<file path="config.mk">
export PLATFORM = sky130hd
export DESIGN_NAME = pe_nic
export DESIGN_NICKNAME = d
export VERILOG_FILES = /design/src/rtl/nic_pkg.sv /design/src/rtl/nic_fifo.sv /design/src/rtl/pe_nic.sv
export SDC_FILE = /design/constraint.sdc
export NUM_CORES = 1
export LEC_CHECK = 0
export CORE_AREA = 2 2 189 191
export DETAILED_ROUTE_END_ITERATION = 10
export DIE_AREA = 0 0 191 193
export GPL_ROUTABILITY_DRIVEN = 0
export SLEW_MARGIN = 20
export SYNTH_ARGS = -nofsm -noshare
export SYNTH_HDL_FRONTEND = slang
export SYNTH_SLANG_ARGS = --single-unit
</file>
<file path="constraint.sdc">
create_clock -name clk -period 7.9 [get_ports clk]
set_clock_uncertainty 0.15 [all_clocks]
set_input_delay 1.185 -clock clk [delete_from_list [all_inputs] [get_ports clk]]
set_output_delay 1.185 -clock clk [all_outputs]
set_load 0.01 [all_outputs]
</file>
<file path="src/rtl/nic_pkg.sv">
// Shared constants for the PE network interface.
//   - PE register window addresses (2-bit)
//   - packet field positions (64-bit single-flit packet)
//   - status word bit positions and a helper that assembles the status word
package nic_pkg;

  // PE register window
  localparam logic [1:0] ADDR_IN_DATA  = 2'b00;
  localparam logic [1:0] ADDR_IN_STAT  = 2'b01;
  localparam logic [1:0] ADDR_OUT_DATA = 2'b10;
  localparam logic [1:0] ADDR_OUT_STAT = 2'b11;

  // Packet fields
  localparam int VC_BIT      = 63;
  localparam int DIR_MSB     = 62;
  localparam int DIR_LSB     = 61;
  localparam int RSV_MSB     = 60;
  localparam int RSV_LSB     = 56;
  localparam int HOP_MSB     = 55;
  localparam int HOP_LSB     = 48;
  localparam int SRC_MSB     = 47;
  localparam int SRC_LSB     = 32;
  localparam int PAYLOAD_MSB = 31;
  localparam int PAYLOAD_LSB = 0;

  // Status word bits
  localparam int STAT_FULL    = 0;
  localparam int STAT_EMPTY   = 1;
  localparam int STAT_CNT_LSB = 8;
  localparam int STAT_CNT_MSB = 15;

  // {48'b0, count[7:0], 6'b0, empty, full}
  function automatic logic [63:0] status_word(input logic [7:0] cnt,
                                              input logic       empty,
                                              input logic       full);
    logic [63:0] w;
    w = '0;
    w[STAT_CNT_MSB:STAT_CNT_LSB] = cnt;
    w[STAT_EMPTY]                = empty;
    w[STAT_FULL]                 = full;
    return w;
  endfunction

endpackage

</file>
<file path="src/rtl/nic_fifo.sv">
// Synchronous FIFO used for both NIC channels.
// Ports:
//   clk, reset  - rising-edge clock, synchronous active-low reset
//   push, din   - enqueue din when push and not full (push while full is dropped)
//   pop         - dequeue the head when pop and not empty
//   head        - current head entry (first-word fall-through)
//   full, empty - occupancy flags
//   count       - number of stored entries, 0..DEPTH
// A push and a pop in the same cycle both take effect; count stays put.
module nic_fifo #(
  parameter int DATA_W = 64,
  parameter int DEPTH  = 2
) (
  input  logic                         clk,
  input  logic                         reset,
  input  logic                         push,
  input  logic [DATA_W-1:0]            din,
  input  logic                         pop,
  output logic [DATA_W-1:0]            head,
  output logic                         full,
  output logic                         empty,
  output logic [$clog2(DEPTH+1)-1:0]   count
);

  localparam int PTR_W = $clog2(DEPTH);
  localparam int CNT_W = $clog2(DEPTH+1);

  logic [DATA_W-1:0] mem [DEPTH];
  logic [PTR_W-1:0]  wr_ptr;
  logic [PTR_W-1:0]  rd_ptr;
  logic              do_push;
  logic              do_pop;

  assign full    = (count == CNT_W'(DEPTH));
  assign empty   = (count == '0);
  assign do_push = push & ~full;
  assign do_pop  = pop & ~empty;
  assign head    = mem[rd_ptr];

  // Storage needs no reset: an entry is only visible once count covers it.
  always_ff @(posedge clk) begin
    if (do_push) mem[wr_ptr] <= din;
  end

  // Pointers wrap naturally because DEPTH is a power of two.
  always_ff @(posedge clk) begin
    if (!reset) begin
      wr_ptr <= '0;
      rd_ptr <= '0;
      count  <= '0;
    end else begin
      if (do_push) wr_ptr <= wr_ptr + PTR_W'(1);
      if (do_pop)  rd_ptr <= rd_ptr + PTR_W'(1);
      case ({do_push, do_pop})
        2'b10:   count <= count + CNT_W'(1);
        2'b01:   count <= count - CNT_W'(1);
        default: count <= count;
      endcase
    end
  end

endmodule

</file>
<file path="src/rtl/pe_nic.sv">
// Network interface between a processing element and a mesh router PE port.
// Ports:
//   clk, reset          - rising-edge clock, synchronous active-low reset
//   addr, d_in, nicEn,
//   nicWrEn, d_out      - PE register window: 00 in-data, 01 in-status,
//                         10 out-data, 11 out-status; d_out is registered
//   polarity            - router phase; a packet is injected only when its VC
//                         bit equals polarity
//   net_so, net_do,
//   net_ro              - PE->router channel
//   net_si, net_di,
//   net_ri              - router->PE channel
// Handshake: on both network channels a transfer happens at a rising edge
// exactly when the sender's send bit and the receiver's ready bit are both 1.
// The sender may raise send only with ready high; a send while ready is low is
// a protocol error and its data is ignored.
module pe_nic
  import nic_pkg::*;
#(
  parameter int DATA_W = 64,
  parameter int DEPTH  = 2,
  parameter int ADDR_W = 2
) (
  input  logic              clk,
  input  logic              reset,
  input  logic [ADDR_W-1:0] addr,
  input  logic [DATA_W-1:0] d_in,
  output logic [DATA_W-1:0] d_out,
  input  logic              nicEn,
  input  logic              nicWrEn,
  input  logic              polarity,
  output logic              net_so,
  output logic [DATA_W-1:0] net_do,
  input  logic              net_ro,
  input  logic              net_si,
  input  logic [DATA_W-1:0] net_di,
  output logic              net_ri
);

  localparam int CNT_W = $clog2(DEPTH+1);

  logic [DATA_W-1:0] out_head, in_head;
  logic              out_full, out_empty, in_full, in_empty;
  logic [CNT_W-1:0]  out_count, in_count;
  logic              out_push, in_push, in_pop;
  logic              pe_read, pe_write;
  logic [DATA_W-1:0] in_stat, out_stat;

  assign pe_read  = nicEn & ~nicWrEn;
  assign pe_write = nicEn & nicWrEn;

  // PE -> router
  assign out_push = pe_write & (addr == ADDR_OUT_DATA);
  // Gating by reset keeps the channel quiet during the reset cycle even if
  // packets were still buffered before it.
  assign net_so   = reset & ~out_empty & net_ro & (out_head[DATA_W-1] == polarity);
  assign net_do   = out_head;

  nic_fifo #(.DATA_W(DATA_W), .DEPTH(DEPTH)) u_out_fifo (
    .clk   (clk),
    .reset (reset),
    .push  (out_push),
    .din   (d_in),
    .pop   (net_so),
    .head  (out_head),
    .full  (out_full),
    .empty (out_empty),
    .count (out_count)
  );

  // Router -> PE
  assign net_ri  = ~in_full & reset;
  assign in_push = net_si & net_ri;
  assign in_pop  = pe_read & (addr == ADDR_IN_DATA) & ~in_empty;

  nic_fifo #(.DATA_W(DATA_W), .DEPTH(DEPTH)) u_in_fifo (
    .clk   (clk),
    .reset (reset),
    .push  (in_push),
    .din   (net_di),
    .pop   (in_pop),
    .head  (in_head),
    .full  (in_full),
    .empty (in_empty),
    .count (in_count)
  );

  assign in_stat  = DATA_W'(status_word(8'(in_count), in_empty, in_full));
  assign out_stat = DATA_W'(status_word(8'(out_count), out_empty, out_full));

  // PE read port; holds its value when there is no read.
  always_ff @(posedge clk) begin
    if (!reset) begin
      d_out <= '0;
    end else if (pe_read) begin
      case (addr)
        ADDR_IN_DATA:  d_out <= in_empty ? '0 : in_head;
        ADDR_IN_STAT:  d_out <= in_stat;
        ADDR_OUT_STAT: d_out <= out_stat;
        default:       d_out <= '0;
      endcase
    end
  end

endmodule

</file>
Word-level counts from Yosys, hierarchy flattened:

Memories as Yosys holds them, arrays and structs flattened. A register that Yosys moved wholly into a read port is not among the register bits.
Cells that the tools add are included.

* add/subtract/negate cells: 8
* equality and inequality tests: 10
* muxes and demuxes: 12
* bitwise operators: 19
* reduce and logical (&&, ||, !) cells: 5

Operators by type and width (number)
* $pmux W64 S3: 1
* $mux W64: 1
* $and A1 B1 Y1: 14
* $eq A2 B2 Y1 const B: 6
* $mux W1: 8
* $pmux W2 S2: 2
* $eq A2 B1 Y1 const B: 3
* $logic_not A2 Y1: 3
* $not A1 Y1: 5
* $add A1 B1 Y1 const B: 4
* $add A2 B1 Y2 const B: 2
* $reduce_bool A2 Y1: 2
* $sub A2 B1 Y2 const B: 2
* $eq A1 B1 Y1: 1

* register bits after elaboration: 72
* memory bits (writable): 256
* input port bits: 137
* word-level logic and storage cells: 63
* memories kept: 2

Memory list
* u_in_fifo.mem: depth 2, bits a word 64, rd ports 1, clocked after memory_dff 1, write ports 1, RTL line nic_fifo.sv:28 `logic [DATA_W-1:0] mem [DEPTH];`
* u_out_fifo.mem: depth 2, bits a word 64, rd ports 1, clocked after memory_dff 1, write ports 1, RTL line nic_fifo.sv:28

Logic depth before layout (Yosys ltp):

* word-level depth: 8
* depth in mapped cells: 9
* mapped depth without buffers: 8

Modules after synthesis:

From an unflattened synthesis, not the netlist that was laid out.

* cells, all modules: 617
* area, all modules: 11857.6 µm²

Modules (own cells, without submodules)
* nic_fifo: times used 2, cells an instance 225, area an instance 4835.9 µm², seq. area each 3943.8 µm²
* pe_nic: times used 1, cells an instance 167, area an instance 2185.8 µm², seq. area each 1281.2 µm²

Worst setup path before layout:

Ideal clock, no wire load.

* path type: in2reg
* start: in addr[1]
* end: mem u_out_fifo.mem[0][0] (enable)
* library setup time: 0.488 ns
* arrival time: 4.515 ns
* data required time: 7.262 ns
* setup slack: 2.746 ns
* cell stages on the path: 3
* buffers on the path: 1
* cell sequence: buf_6 or4b_1 nor2_1

* longest elaborated chain between the ends: 5

RTL lines
* from (decl): RTL line pe_nic.sv:26 `input logic [ADDR_W-1:0] addr,`
* $eq A2 B2 Y1: RTL line pe_nic.sv:53 `assign out_push = pe_write & (addr == ADDR_OUT_DATA);`
* $and A1 B1 Y1: RTL line pe_nic.sv:53
* $and A1 B1 Y1: RTL line nic_fifo.sv:36 `assign do_push = push & ~full;`
* $mux W1: RTL line nic_fifo.sv:42 `if (do_push) mem[wr_ptr] <= din;`
* $mux W1 (not written as such): RTL line nic_fifo.sv:42
* to (decl): RTL line nic_fifo.sv:28

No other way between the ends.

Worst setup path in the final report:

* start: in polarity
* end: out net_so

* longest elaborated chain between the ends: 2

RTL lines
* from (decl): RTL line pe_nic.sv:31 `input logic polarity,`
* $eq A1 B1 Y1: RTL line pe_nic.sv:56 `assign net_so = reset & ~out_empty & net_ro & (out_head[DATA_W-1] == polarity);`
* $and A1 B1 Y1: RTL line pe_nic.sv:56
* to (decl): RTL line pe_nic.sv:32 `output logic net_so,`

No other way between the ends.

==> reports/qor.txt <==
status: completed
share of layout cells above drive strength 1: 12.5%
Hold WS: 0.329 ns
CTS root buffer: clkbuf_16
leak pwr: 5.34 nW
CTS Buf Count: 37
critical path startpoint: polarity
GRT Total Usage: 13.9%
syn_nets: 881
compound-cell area share of the yosys netlist: 3.23%
WP data arrival: 3.01 ns
crit path max fanout: 4
Cell Area, Placed: 0.0152 mm²
RSZ-0062 raised after global routing: no
die area: 0.0369 mm²
final total power: 0.00373 W
Post-Syn Area: 0.0121 mm²
CP max stage delay: 0.53 ns
clock power share: 43.5%
DR vias: 6790
post-route antenna net violation count: 0
Syn Area/Cell: 16.3 µm²
P_sw: 0.000743 W
most frequent cells in the layout: clkdlybuf4s50_1 (265), edfxtp_1 (256), dfxtp_1 (72), and2_1 (70), mux2i_1 (68)
critical path capture point type: output pin
router iterations before antenna repair: 4
# Post-CTS Setup Buffers: 0
sequential fraction of design power: 51.5%
synth unique cells: 30
Final min period: 4.35 ns
Routed WL: 26.6 mm
number of global-route vias before repair: 7086
CP required: 6.57 ns
Final setup violation count: 0
worst-margin pin slew: 1.02 ns
initial antenna violation count: 0
Int Pwr: 0.00298 W
Die X: 191 µm
average routed wire per standard cell: 17.7 µm
r2r startpoint: u_out_fifo.count[0]
Switching Fraction: 19.9%
Final Hold Vio Count: 0
Clock Latency Late Sink: 0.51 ns
final slew viol count: 0
fin area: 0.0164 mm²
largest family of logic cells by synthesized area: multiplexers
HP Class: reg2reg
Worst setup SP type: primary input
adder-cell share of the synthesized area: 0.207%
Max H-tree Level: 2
vias per cell: 4.51
Synth Area in XOR/XNOR: 0.435%
CTS tree: yes
worst setup path class: in2out
cell depth of the worst flop-to-flop path: 4
Comb pwr share: 5.1%
Clock transition at path regs: 0.06 ns
Synth Warn #: 0
Slew HR: 31.9%
Mapped Cells: 742
IO Pins: 267
Setup TNS Final: 0 ns
number of register bits inferred by synthesis: 330
residual DRC count: 0
fin crit share: 55.0%
core area: 0.0350 mm²
hold_sp: u_out_fifo.rd_ptr
dpl cells: 1440
cell mode on critical path: clkdlybuf4s50_1
critical-path cell list: clkdlybuf4s50_1, xor2_1, nor3b_2, and2_1, clkdlybuf4s50_1
IO Port Bufs: 266
Die Y: 193 µm
Critical-path top delay cell: clkdlybuf4s50_1
num rows: 69
Seq/Total Area, Yosys: 76.0%
Max-cap violations: 0
Peak Freq: 230 MHz
post-CTS resize count: 0
Max clock buf depth: 3
simple-gate share of the synthesized area: 6.72%
drt first-iter violations: 310
hold_buf cts: 0
Starting Density: 34.5%
Finished Layout Cells: 1506
mux cell area share after synthesis: 11.6%
GRT overflow: 0
global-route wire length before repair: 39.3 mm
area grow syn2layout: 35.5%
post-DP HPWL: 16.3 mm
Max VDD drop: 0.000140 V
commonest non-fill, non-tap cell in the layout: clkdlybuf4s50_1
nets: 1157
clk sinks: 330
WHS Path Cells: 2
largest net degree at the start of global routing: 81
PD cells: 228 mW/mm²
-- area by class of cell --
cell class / instances / area, µm²
multi-input combinational: 371 / 2710
timing repair buffer: 275 / 2730
inverter: 3 / 11.3
fill: 3067 / 18600
antenna: 1 / 2.50
sequential: 330 / 9170
tap: 461 / 577
clock buffer: 54 / 1070
clock inverter: 11 / 80.1
-- flip-flops by register name, indices dropped and copies added (netlist names), named ones only --
| name | cells |
|---|---|
| d_out | 64 |
| u_in_fifo.count | 2 |
| u_in_fifo.mem | 128 |
| u_in_fifo.rd_ptr | 1 |
| u_in_fifo.wr_ptr | 1 |
| u_out_fifo.count | 2 |
| u_out_fifo.mem | 128 |
| u_out_fifo.rd_ptr | 1 |
| u_out_fifo.wr_ptr | 1 |
-- synth_stat cells (all sizes together) --
master | number | area share, %
edfxtp | 256 | 64
nor2 | 7 | 0.22
nor3 | 1 | 0.041
xor2 | 1 | 0.073
xnor2 | 5 | 0.36
o21ai | 62 | 2.6
ha | 2 | 0.21
o21a | 2 | 0.12
a21oi | 3 | 0.12
a21boi | 2 | 0.12
or3 | 2 | 0.10
clkbuf | 15 | 0.47
buf | 23 | 1.3
nor3b | 1 | 0.10
nand3 | 4 | 0.17
o221ai | 4 | 0.29
inv | 3 | 0.093
or4 | 1 | 0.062
dfxtp | 74 | 12
or4b | 1 | 0.083
nor2b | 2 | 0.10
and2 | 70 | 3.6
nand2 | 66 | 2.1
mux2i | 68 | 5.6
nand2b | 3 | 0.16
mux2 | 64 | 6.0
-- metrics by stage --
stage          setup WS [ns]  utilization [%]
6_report                3.55             46.8
5_1_grt                 3.53             46.8
4_1_cts                 3.57             46.8
3_5_place_dp            3.57             43.5
3_3_place_gp            3.58             43.5
2_1_floorplan           2.75                -
-- layer usage --
layer	global-route usage, %	part of all wire [%]	vias up
li1	-	-	3269
met1	17.5	43	3241
met2	22.4	45	233
met3	5.50	9.7	47
met4	3.82	2.1	0
met5	0	0	-
-- worst paths after layout --
path	slack [ns]	end
hold reg to reg	0.33	u_out_fifo.rd_ptr
setup reg to reg	4.89	u_out_fifo.mem[0][13]
setup / recovery	3.55	net_so
hold / removal	0.33	u_out_fifo.rd_ptr
-- critical path, delay by kind of cell --
kind / cells / cell delay (ns)
XOR/XNOR: 1 / 0.17
AND/OR/NAND/NOR: 2 / 0.70
buffers and inverters: 2 / 0.95
-- power groups by stage --
stage / logic, W / clock network (W) / registers (W)
2_1_floorplan: 0.0000677 / 0 / 0.00196
3_3_place_gp: 0.000189 / 0 / 0.00195
3_5_place_dp: 0.000192 / 0 / 0.00196
4_1_cts: 0.000193 / 0.00167 / 0.00192
5_1_grt: 0.000204 / 0.00173 / 0.00192
6_report: 0.000189 / 0.00162 / 0.00192
-- cell families after synthesis --
logic type,after synthesis
compound gates,73
xor+xnor,6
fa+ha+maj,2
buf+inv,41
flops,330
mux,132
simple gates,158
Note: power is estimated with default switching activity, not from simulation.
